==> src/rtl/calc_pkg.sv <==
// Shared definitions for the calculator port scheduler: command/response codes,
// default datapath width and the per-port request state.
package calc_pkg;

    localparam int DATA_W_DEF = 32;

    localparam logic [3:0] CMD_NONE = 4'd0;
    localparam logic [3:0] CMD_ADD  = 4'd1;
    localparam logic [3:0] CMD_SUB  = 4'd2;
    localparam logic [3:0] CMD_SHL  = 4'd5;
    localparam logic [3:0] CMD_SHR  = 4'd6;

    localparam logic [1:0] RESP_NONE = 2'd0;
    localparam logic [1:0] RESP_OK   = 2'd1;
    localparam logic [1:0] RESP_ERR  = 2'd2;

    typedef enum logic [1:0] {
        ST_IDLE = 2'd0,
        ST_OP2  = 2'd1,
        ST_PEND = 2'd2,
        ST_RESP = 2'd3
    } port_state_e;

endpackage

==> src/rtl/calc_alu.sv <==
// Combinational unsigned add/subtract/shift unit shared by all request ports.
// Overflow, underflow and unknown commands all report an error with zero data.
module calc_alu
    import calc_pkg::*;
#(
    parameter int DATA_W = DATA_W_DEF
) (
    input  logic [3:0]        cmd,
    input  logic [DATA_W-1:0] op1,
    input  logic [DATA_W-1:0] op2,
    output logic [DATA_W-1:0] result,
    output logic [1:0]        resp
);

    logic [DATA_W:0] sum;

    assign sum = {1'b0, op1} + {1'b0, op2};

    always_comb begin
        // NOTE: every output gets a default first so no path leaves it unassigned (no latch).
        result = '0;
        resp   = RESP_ERR;
        case (cmd)
            CMD_ADD: begin
                if (!sum[DATA_W]) begin
                    result = sum[DATA_W-1:0];
                    resp   = RESP_OK;
                end
            end
            CMD_SUB: begin
                if (op1 >= op2) begin
                    result = op1 - op2;
                    resp   = RESP_OK;
                end
            end
            CMD_SHL: begin
                result = op1 << op2[4:0];
                resp   = RESP_OK;
            end
            CMD_SHR: begin
                result = op1 >> op2[4:0];
                resp   = RESP_OK;
            end
            default: ;
        endcase
    end

endmodule

==> src/rtl/calc_port_sched.sv <==
// Four-port request scheduler sharing one calc_alu. Each port captures a two-cycle
// request, waits in PEND for a round-robin grant and returns a one-cycle response.
module calc_port_sched
    import calc_pkg::*;
#(
    parameter int DATA_W = DATA_W_DEF
) (
    input  logic              c_clk,
    input  logic              reset,
    input  logic [0:3]        req1_cmd_in,
    input  logic [0:3]        req2_cmd_in,
    input  logic [0:3]        req3_cmd_in,
    input  logic [0:3]        req4_cmd_in,
    input  logic [0:DATA_W-1] req1_data_in,
    input  logic [0:DATA_W-1] req2_data_in,
    input  logic [0:DATA_W-1] req3_data_in,
    input  logic [0:DATA_W-1] req4_data_in,
    output logic [0:DATA_W-1] out_data1,
    output logic [0:DATA_W-1] out_data2,
    output logic [0:DATA_W-1] out_data3,
    output logic [0:DATA_W-1] out_data4,
    output logic [0:1]        out_resp1,
    output logic [0:1]        out_resp2,
    output logic [0:1]        out_resp3,
    output logic [0:1]        out_resp4
);

    localparam int N_PORTS = 4;

    logic [3:0]        cmd_in   [N_PORTS];
    logic [DATA_W-1:0] data_in  [N_PORTS];
    logic [3:0]        cmd_arr  [N_PORTS];
    logic [DATA_W-1:0] op1_arr  [N_PORTS];
    logic [DATA_W-1:0] op2_arr  [N_PORTS];
    logic [DATA_W-1:0] data_arr [N_PORTS];
    logic [1:0]        resp_arr [N_PORTS];
    logic [N_PORTS-1:0] eligible;
    logic [N_PORTS-1:0] port_fire;

    logic [1:0]        ptr_q;
    logic              gnt_valid_q;
    logic [1:0]        gnt_idx_q;
    logic              win_valid;
    logic [1:0]        win_idx;

    logic [DATA_W-1:0] alu_result;
    logic [1:0]        alu_resp;

    assign cmd_in[0]  = req1_cmd_in;
    assign cmd_in[1]  = req2_cmd_in;
    assign cmd_in[2]  = req3_cmd_in;
    assign cmd_in[3]  = req4_cmd_in;
    assign data_in[0] = req1_data_in;
    assign data_in[1] = req2_data_in;
    assign data_in[2] = req3_data_in;
    assign data_in[3] = req4_data_in;

    assign out_data1 = data_arr[0];
    assign out_data2 = data_arr[1];
    assign out_data3 = data_arr[2];
    assign out_data4 = data_arr[3];
    assign out_resp1 = resp_arr[0];
    assign out_resp2 = resp_arr[1];
    assign out_resp3 = resp_arr[2];
    assign out_resp4 = resp_arr[3];

    // The grant is registered one cycle ahead of the ALU, so the port already
    // holding the grant is kept out of the next arbitration round.
    always_comb begin
        logic [1:0] idx;
        win_valid = 1'b0;
        win_idx   = ptr_q;
        idx       = ptr_q;
        for (int k = 0; k < N_PORTS; k++) begin
            idx = ptr_q + 2'(k);
            if (!win_valid && eligible[idx]) begin
                win_valid = 1'b1;
                win_idx   = idx;
            end
        end
    end

    always_ff @(posedge c_clk or negedge reset) begin
        if (!reset) begin
            ptr_q       <= 2'd0;
            gnt_valid_q <= 1'b0;
            gnt_idx_q   <= 2'd0;
        end else begin
            // NOTE: state registers use non-blocking assignments so every flop samples pre-edge values.
            gnt_valid_q <= win_valid;
            if (win_valid) begin
                gnt_idx_q <= win_idx;
                ptr_q     <= win_idx + 2'd1;
            end
        end
    end

    calc_alu #(.DATA_W(DATA_W)) u_alu (
        .cmd    (cmd_arr[gnt_idx_q]),
        .op1    (op1_arr[gnt_idx_q]),
        .op2    (op2_arr[gnt_idx_q]),
        .result (alu_result),
        .resp   (alu_resp)
    );

    for (genvar i = 0; i < N_PORTS; i++) begin : g_port
        port_state_e       state_q;
        logic [3:0]        cmd_q;
        logic [DATA_W-1:0] op1_q;
        logic [DATA_W-1:0] op2_q;
        logic [DATA_W-1:0] out_data_q;
        logic [1:0]        out_resp_q;

        assign port_fire[i] = gnt_valid_q && (gnt_idx_q == 2'(i));
        assign eligible[i]  = (state_q == ST_PEND) && !port_fire[i];
        assign cmd_arr[i]   = cmd_q;
        assign op1_arr[i]   = op1_q;
        assign op2_arr[i]   = op2_q;
        assign data_arr[i]  = out_data_q;
        assign resp_arr[i]  = out_resp_q;

        always_ff @(posedge c_clk or negedge reset) begin
            if (!reset) begin
                state_q    <= ST_IDLE;
                cmd_q      <= CMD_NONE;
                op1_q      <= '0;
                op2_q      <= '0;
                out_data_q <= '0;
                out_resp_q <= RESP_NONE;
            end else begin
                out_data_q <= '0;
                out_resp_q <= RESP_NONE;
                case (state_q)
                    ST_IDLE, ST_RESP: begin
                        if (cmd_in[i] != CMD_NONE) begin
                            state_q <= ST_OP2;
                            cmd_q   <= cmd_in[i];
                            op1_q   <= data_in[i];
                        end else begin
                            state_q <= ST_IDLE;
                        end
                    end
                    ST_OP2: begin
                        op2_q   <= data_in[i];
                        state_q <= ST_PEND;
                    end
                    ST_PEND: begin
                        if (port_fire[i]) begin
                            state_q    <= ST_RESP;
                            out_data_q <= alu_result;
                            out_resp_q <= alu_resp;
                        end
                    end
                    default: state_q <= ST_IDLE;
                endcase
            end
        end
    end

endmodule

==> config.mk <==
export PLATFORM = sky130hd
export DESIGN_NAME = calc_port_sched
export DESIGN_NICKNAME = d
export VERILOG_FILES = /design/src/rtl/calc_pkg.sv /design/src/rtl/calc_alu.sv /design/src/rtl/calc_port_sched.sv
export SDC_FILE = /design/constraint.sdc
export NUM_CORES = 1
export LEC_CHECK = 0
export BUFFER_PORTS_ARGS = -buffer_cell sky130_fd_sc_hd__buf_2
export CAP_MARGIN = 20
export CORE_ASPECT_RATIO = 1.2
export CORE_UTILIZATION = 58
export CTS_CLUSTER_DIAMETER = 150
export DETAILED_ROUTE_END_ITERATION = 8
export PLACE_DENSITY = 0.9
export SYNTH_ARGS = -nofsm -noshare
export SYNTH_HDL_FRONTEND = slang
export SYNTH_SLANG_ARGS = --single-unit
==> constraint.sdc <==
create_clock -name c_clk -period 5.6 [get_ports c_clk]
set_clock_uncertainty 0.05 [all_clocks]
set_input_delay 0.28 -clock c_clk [delete_from_list [all_inputs] [get_ports c_clk]]
set_output_delay 0.28 -clock c_clk [all_outputs]
set_load 0.01 [all_outputs]
==> flow_results.org, run 1 <==
** GRT
- Number of global-route vias before repair :: 22.3k
- Largest net degree at the start of global routing :: 145
- GR Util All Layers :: 0.433
- Initial antenna violation count :: 3
- The first global-routing pass estimated 137000 microns of wire.
- Residual overflow from global routing :: 0

** Job
- Number of maximum-capacitance violations :: 0

** Detailed routing
- Detailed-route via count :: 21.9k
- The detailed router finished its first iteration with 3029 violations.
- The detail route stage leaves a number of antenna-violating nets equal to 0.
- Ratio of routed vias to standard cells :: 6.89
- For this run, design rule violations remaining after detail routing come to 0.
- The pre-antenna-repair detailed-routing pass consisted of 7 iterations.
- In the final routed layout, each cell accounts on average for 28.6 microns.
- Total Routed Length :: 90800 microns

** STA
- Share of the clock period used by the worst path after layout :: 0.949
- Sum Neg Setup Slack :: 0 ns
- Achievable frequency :: 188 MHz
- Time the final worst path needs with I/O delays and setup :: 5.31 ns
- For the pin with the worst max-slew slack, the measured transition is 0.969 ns.
- Total of endpoints with negative setup slack in the final report :: 0
- Measured against its own limit, the worst slew margin works out to 0.347.
- The final count of pins violating max slew came to 0.
- The final hold violation count was 0.
- Setup repair after global routing missed its margin :: no

** CTS
- Counting every sink on the clock net gives 421.
- Reg clk slew, reported paths :: 0.07 ns
- Clock tree synthesis inserted a total of 40 buffers.
- Clock network latency to the later pin of the worst-skew pair :: 0.59 ns
- The H-tree was split into 2 levels.
- The number of gates resized after CTS was 0.
- TritonCTS built the clock tree.
- Clock tree buffer depth :: 3
- The tree is rooted in a clkbuf_16.

** Synth
- Cell area after technology mapping :: 0.0241 sq mm
- Count of synthesis-stage warnings from yosys :: 0
- Top area cells in the synthesized netlist :: dfrtp_1, mux2_2, mux4_2, mux2i_1, nor2_1
- Number of standard cells after synthesis :: 2227
- The number of nets in the synthesized netlist is 2448.
- Share of Yosys cell area claimed by the top area cell type :: 0.437
- Post-Syn Area per Cell :: 10.8 sq um
- Of all flip-flops after synthesis, the portion carrying an async set or reset was 1.00.
- Flop and latch count out of synthesis :: 421
- Share of the yosys chip area belonging to registers :: 0.437
- Counting distinct cell types in the post-synthesis netlist gives 79.
- EDFF count, synth :: 0
- In the synthesized netlist the dominant register cell turns out to be dfrtp_1.
- Of all cell types, the one taking the most synthesized area is dfrtp_1.

** Worst setup path
- STA puts the critical path data arrival time at 5.69 ns.
- For flop-to-flop paths, the worst setup slack is 0.29 ns.
- The worst setup path is captured at a flip-flop.
- Maximum fanout encountered on the critical timing path :: 26
- Start-to-end type of the worst setup path :: flip-flop to flip-flop
- Type of origin of the critical path :: flip-flop
- For the worst setup path, the data required time is 5.97 ns.

** Final layout
- Fraction of layout instances using a drive strength above 1 :: 0.304
- Fin util :: 0.708
- The sequential cells in the finished layout cover a total of 0.0105 sq mm.
- The final layout contains 2823 nets.
- Commonest cells after routing, fill and taps aside :: dfrtp_1, buf_2, mux2_2
- Number of fill cells :: 2699
- Leaving out fill and tap cells, the most frequent cell in the layout is dfrtp_1.
- Final std cell area, no fill :: 0.0289 sq mm
- Synth-to-Final Area Change :: 20.0%
- The finished layout holds 3177 standard cells, fillers aside.
- Summing all multi-input logic gate instances after layout gives 0.0126 sq mm.

** Floorplanning
- The die covers 0.0424 sq mm.
- Ports :: 282
- The die is 188 microns wide.
- For this configuration, the core starts out at a cell density of 0.590.
- Measured along the y axis, the die boundary spans 225 microns.
- After floorplanning, the core was divided into 81 placement rows.
- Placeable core region :: 0.0408 sq mm

** Place
- The congestion estimate from routability-driven global placement came to 1.08.
- Detailed placement finished with a half-perimeter wire length of 56800 microns.
- Cell count after placement :: 2953
- Area post-placement :: 0.0260 sq mm
- IO Port Bufs :: 281

** Run status
- Run status :: finished clean

** Hold path
- Worst min-delay path class :: input port to async pin
==> per-stage QoR <==
step	hold WS, ns	setup WS [ns]
final	0.287	0.286
after global routing	0.384	0.181
after CTS	0.337	0.504
after detailed placement	0.338	0.561
after global placement	0.323	0.574
after floorplan	-0.0656	1.04
==> state kept, by name, summed over array words and instances (netlist names) <==
register and flops:
out_data3 32, g_port.op1_q 128, gnt_valid_q 1, ptr_q 2, out_resp3 2, out_data4 32, out_resp4 2, g_port.state_q 8
out_resp1 2, out_resp2 2, g_port.cmd_q 16, g_port.op2_q 128, out_data2 32, out_data1 32, gnt_idx_q 2
==> repair_timing <==
| item | CTS | global route |
|---|---|---|
| buffers inserted | 0 | 0 |
| hold endpoints to repair | 379 | 0 |
| hold buffers | 145 | 0 |
| endpoints found under the setup margin | 0 | 0 |
==> critical path, cell delays in order, from the launching register on <==
cell and delay (ns):
dfrtp_2 0.75, buf_4 0.42, buf_4 0.39, mux4_2 0.49, ha_1 0.52, a21oi_1 0.31
o21ai_0 0.16, a31oi_1 0.21, nor2_1 0.06, o311a_1 0.32, nor2_2 0.34, buf_12 0.24
o221ai_1 0.22, a211oi_2 0.51, nor2_1 0.10
==> worst paths after layout <==
| check | startpoint | end | depth (start not counted) |
|---|---|---|---|
| max | gnt_idx_q[1]$_DFFE_PN0P_ | out_data3[19]$_DFF_PN0_ | 14 |
| min | reset | out_data2[26]$_DFF_PN0_ | 2 |
| max reg2reg | gnt_idx_q[1]$_DFFE_PN0P_ | out_data3[19]$_DFF_PN0_ | 14 |
| min reg2reg | g_port[0].op2_q[23]$_DFFE_PN0N_ | g_port[0].op2_q[23]$_DFFE_PN0N_ | 1 |
| max in group asynchronous | reset | gnt_idx_q[0]$_DFFE_PN0P_ | 3 |
| min in group c_clk | req3_data_in[16] | g_port[2].op1_q[15]$_DFFE_PN0P_ | 3 |
==> cell type report <==
cell class	instances	area share
multi-input combinational	1580	0.434
sequential	421	0.364
timing repair buffer	481	0.116
clock buffer	49	0.0375
tap	539	0.0233
clock inverter	25	0.0135
inverter	78	0.0102
antenna	4	0.000346
==> layer usage <==
metal	global-route usage	wire length, microns
met1	0.514	31200
met2	0.693	42300
met3	0.114	10100
met4	0.295	7170
met5	0.00117	0
==> cells in the mapped netlist, types with 18 or more instances <==
library cell,instances
nand2_1,170
nand3_1,25
nor3_1,36
buf_1,18
dfrtp_1,421
buf_2,43
mux4_2,65
ha_1,73
a221o_1,24
mux2i_1,123
o221ai_1,27
nor2_1,266
a21oi_1,117
inv_1,73
mux2_2,278
clkbuf_1,66
o21ai_0,63
==> kinds of logic after synthesis <==
group                    after synthesis  synth area share
AND/OR/NAND/NOR                      589             0.106
multiplexers                         468             0.243
AO/OA/AOI/OAI                        428             0.124
flip-flops                           421             0.437
buffers and inverters                226            0.0427
adder cells (fa/ha/maj)               75            0.0396
XOR/XNOR                              20           0.00727
Power of run 1 is left out: the tool's default activity adds up to more than one toggle a clock period on the data nets, which glitch-free logic cannot reach.
==> run 2: changes to the inputs <==
--- a/config.mk
+++ b/config.mk
@@ -8,9 +8,11 @@
 export BUFFER_PORTS_ARGS = -buffer_cell sky130_fd_sc_hd__buf_2
 export CAP_MARGIN = 20
 export CORE_ASPECT_RATIO = 1.2
+export CORE_MARGIN = 5
 export CORE_UTILIZATION = 58
 export CTS_CLUSTER_DIAMETER = 150
 export DETAILED_ROUTE_END_ITERATION = 8
+export MAX_ROUTING_LAYER = met4
 export PLACE_DENSITY = 0.9
 export SYNTH_ARGS = -nofsm -noshare
 export SYNTH_HDL_FRONTEND = slang
==> flow_results.org, run 2 (same netlist as run 1, synthesis figures left out) <==
** CTS
- The number of buffers inserted by post-CTS setup repair came to 0 (unchanged).
- CTS resizes :: 0 (unchanged)
- The maximum clock insertion buffer count came to 3 (unchanged).
- The clock insertion delay at the later pin of the skew report is 0.60 ns (was 0.59 ns).
- The number of sinks driven by the clock tree came to 421 (unchanged).
- The clock root buffer is clkbuf_16 (unchanged).
- Reg clk slew, reported paths :: 0.07 ns (about the same)
- CTS Buf Count :: 40 (unchanged)
- The CTS tree is built (unchanged).
- H-tree levels :: 2 (unchanged)

** STA
- Setup repair after global routing missed its margin :: no (unchanged)
- The share of the cycle needed by the critical path after routing came to 0.969 (was 0.949).
- The slew at the pin closest to its max-slew limit came to 1.06 ns (was 0.969 ns).
- The highest clock frequency the design can meet is 184 MHz (was 188 MHz).
- The relative slew slack came to 0.292 (was 0.347).
- The total negative setup slack is 0 ns (unchanged).
- Hold Fails Final Rpt :: 0 (unchanged)
- Total count of max-transition violations in the final report :: 0 (unchanged)
- Worst slack on hold paths :: 0.220 ns (was 0.287 ns)
- The count of final setup violators was 0 (unchanged).
- Time the final worst path needs with I/O delays and setup :: 5.43 ns (was 5.31 ns)

** Worst setup path
- Worst endpoint data arrival time :: 5.79 ns (was 5.69 ns)
- Type of origin of the critical path :: flip-flop (unchanged)
- The category of the most critical setup path is flip-flop to flip-flop (unchanged).
- Ordered list of cells on the worst path: mux4_2 -> inv_1 -> ha_1 -> inv_1 -> o2111ai_1 -> a21oi_1 -> o21ai_1 -> a21o_1 -> nand3_1 -> buf_4 -> o22ai_1 -> nor3b_2 -> nor2_1 (was buf_4 -> buf_4 -> mux4_2 -> ha_1 -> a21oi_1 -> o21ai_0 -> a31oi_1 -> nor2_1 -> o311a_1 -> nor2_2 -> buf_12 -> o221ai_1 -> a211oi_2 -> nor2_1).
- Standard cell with the maximum stage delay on the critical path :: dfrtp_4 (was dfrtp_2)
- The largest stage delay on the critical path was 0.97 ns (was 0.75 ns).
- In this design, the critical path's most frequently occurring cell is inv_1.
- The largest fanout on the critical path was 38 (was 26).
- The element type at the critical path end was a flip-flop (unchanged).
- Launching point of the worst reg2reg path :: gnt_idx_q[0]$_DFFE_PN0P_ (was gnt_idx_q[1]$_DFFE_PN0P_)
- The required time of the critical path came to 5.96 ns (was 5.97 ns).
- Critical Path Start :: gnt_idx_q[0]$_DFFE_PN0P_ (was gnt_idx_q[1]$_DFFE_PN0P_)
- The minimum setup slack among reg-to-reg paths was 0.17 ns (was 0.29 ns).

** Detailed routing
- Final ANT Viol Nets :: 0 (unchanged)
- The detailed-routing iteration count for the pre-antenna-repair pass was 6 (was 7).
- Detailed-route via count :: 21.8k (was 21.9k)
- Residual DRC :: 0 (unchanged)
- Ratio of routed vias to standard cells :: 6.88 (was 6.89)
- The routed wire length per instance was 28.9 microns (was 28.6 microns).
- The final wirelength was 91600 microns (was 90800 microns).
- Iter 0 DRT Violations :: 3351 (was 3029)

** Floorplanning
- The area of the die is 0.0457 sq mm (was 0.0424 sq mm).
- Die Y :: 233 microns (was 225 microns)
- The top-level I/O count was 282 (unchanged).
- Die width :: 196 microns (was 188 microns)
- The area of the core region is 0.0409 sq mm (was 0.0408 sq mm).
- Num rows :: 81 (unchanged)
- Initial core utilization :: 0.588 (was 0.590)

** Place
- The number of port buffers was 281 (unchanged).
- The sum of net half-perimeters after detailed placement came to 58700 microns (was 56800 microns).
- The total placed instance area is 0.0260 sq mm (about the same).
- The routability-driven placement congestion ratio is 1.14 (was 1.08).

** GRT
- Number of global-route vias before repair :: 22.2k (was 22.3k)
- Residual overflow from global routing :: 0 (unchanged)
- First-pass GRT wire length :: 138000 microns (was 137000 microns)
- The largest net degree at the start of global routing was 177 (was 145).
- The global-route usage over all layers is 0.408 (was 0.433).
- Initial antenna violation count :: 2 (was 3)

** Final layout
- The leading cell type in the layout, fill and taps excluded is dfrtp_1 (unchanged).
- Final std cell area, no fill :: 0.0288 sq mm (was 0.0289 sq mm)
- Final nets :: 2822 (was 2823)
- Top Registers :: g_port.op1_q (128), g_port.op2_q (128) (unchanged)
- The fraction of final layout cells sized beyond drive strength 1 was 0.302 (was 0.304).
- Fin util :: 0.704 (was 0.708)
- Commonest cells after routing, fill and taps aside :: dfrtp_1, buf_2, mux2_2 (unchanged)
- The layout-stage area growth over the synthesis result came to 19.6% (was 20.0%).

** Job
- Number of maximum-capacitance violations :: 0 (unchanged)

** Run status
- Run status :: finished clean (unchanged)

** Hold path
- Worst min-delay path class :: input port to async pin (unchanged)
run 2: cell count changes in the layout (fill, tap and decap cells not counted), sizes merged:
cell      previous run  this run
clkbuf              49        58
bufinv               7         3
clkinvlp             5         1
clkinv              12         9
buf                336       335
inv                 79        78
run 2: cell type report:
| type | count | area (sq um) |
|---|---|---|
| sequential | 421 | 10500 |
| tap | 539 | 674 |
| timing repair buffer | 480 | 3360 |
| multi-input combinational | 1580 | 12600 |
| inverter | 78 | 295 |
| fill | 2733 | 12100 |
| clock buffer | 58 | 1180 |
| clock inverter | 13 | 190 |
| antenna | 4 | 10.0 |
run 2: final timing paths:
kind	end	cells past startpoint
max	out_data1[25]$_DFF_PN0_	13
min	g_port[3].op1_q[15]$_DFFE_PN0P_	2
max reg2reg	out_data1[25]$_DFF_PN0_	13
min reg2reg	g_port[2].cmd_q[0]$_DFFE_PN0P_	2
max in group asynchronous	gnt_idx_q[0]$_DFFE_PN0P_	3
min in group c_clk	g_port[2].op1_q[5]$_DFFE_PN0P_	3
run 2: routing by layer:
layer  vias up  share of wire  track usage
met1     10600           0.35        0.483
met2      1847           0.46        0.637
met3       583           0.11       0.0917
li1       8830              -            -
met5         -              0            -
met4         0          0.082        0.253
run 2: through the flow:
step / setup WS, ns / instances
6_report: 0.172 / 3173
2_1_floorplan: 1.04 / 2227
3_5_place_dp: 0.484 / 2953
3_3_place_gp: 0.547 / 2953
4_1_cts: 0.454 / 3169
5_1_grt: 0.0411 / 3172
run 2: critical path, delay by kind of cell (launching register included):
kind	cells	cell delay, ns
simple gates	3	0.97
flops	1	0.97
mux	1	0.73
compound gates	5	1.17
fa+ha+maj	1	0.42
buf+inv	3	0.87
run 2: repair_timing:
action / CTS / global route
endpoints found under the setup margin: 0 / 0
hold buffers: 145 / 0
hold endpoints to repair: 350 / 0
Power of run 2 is left out for the same reason.
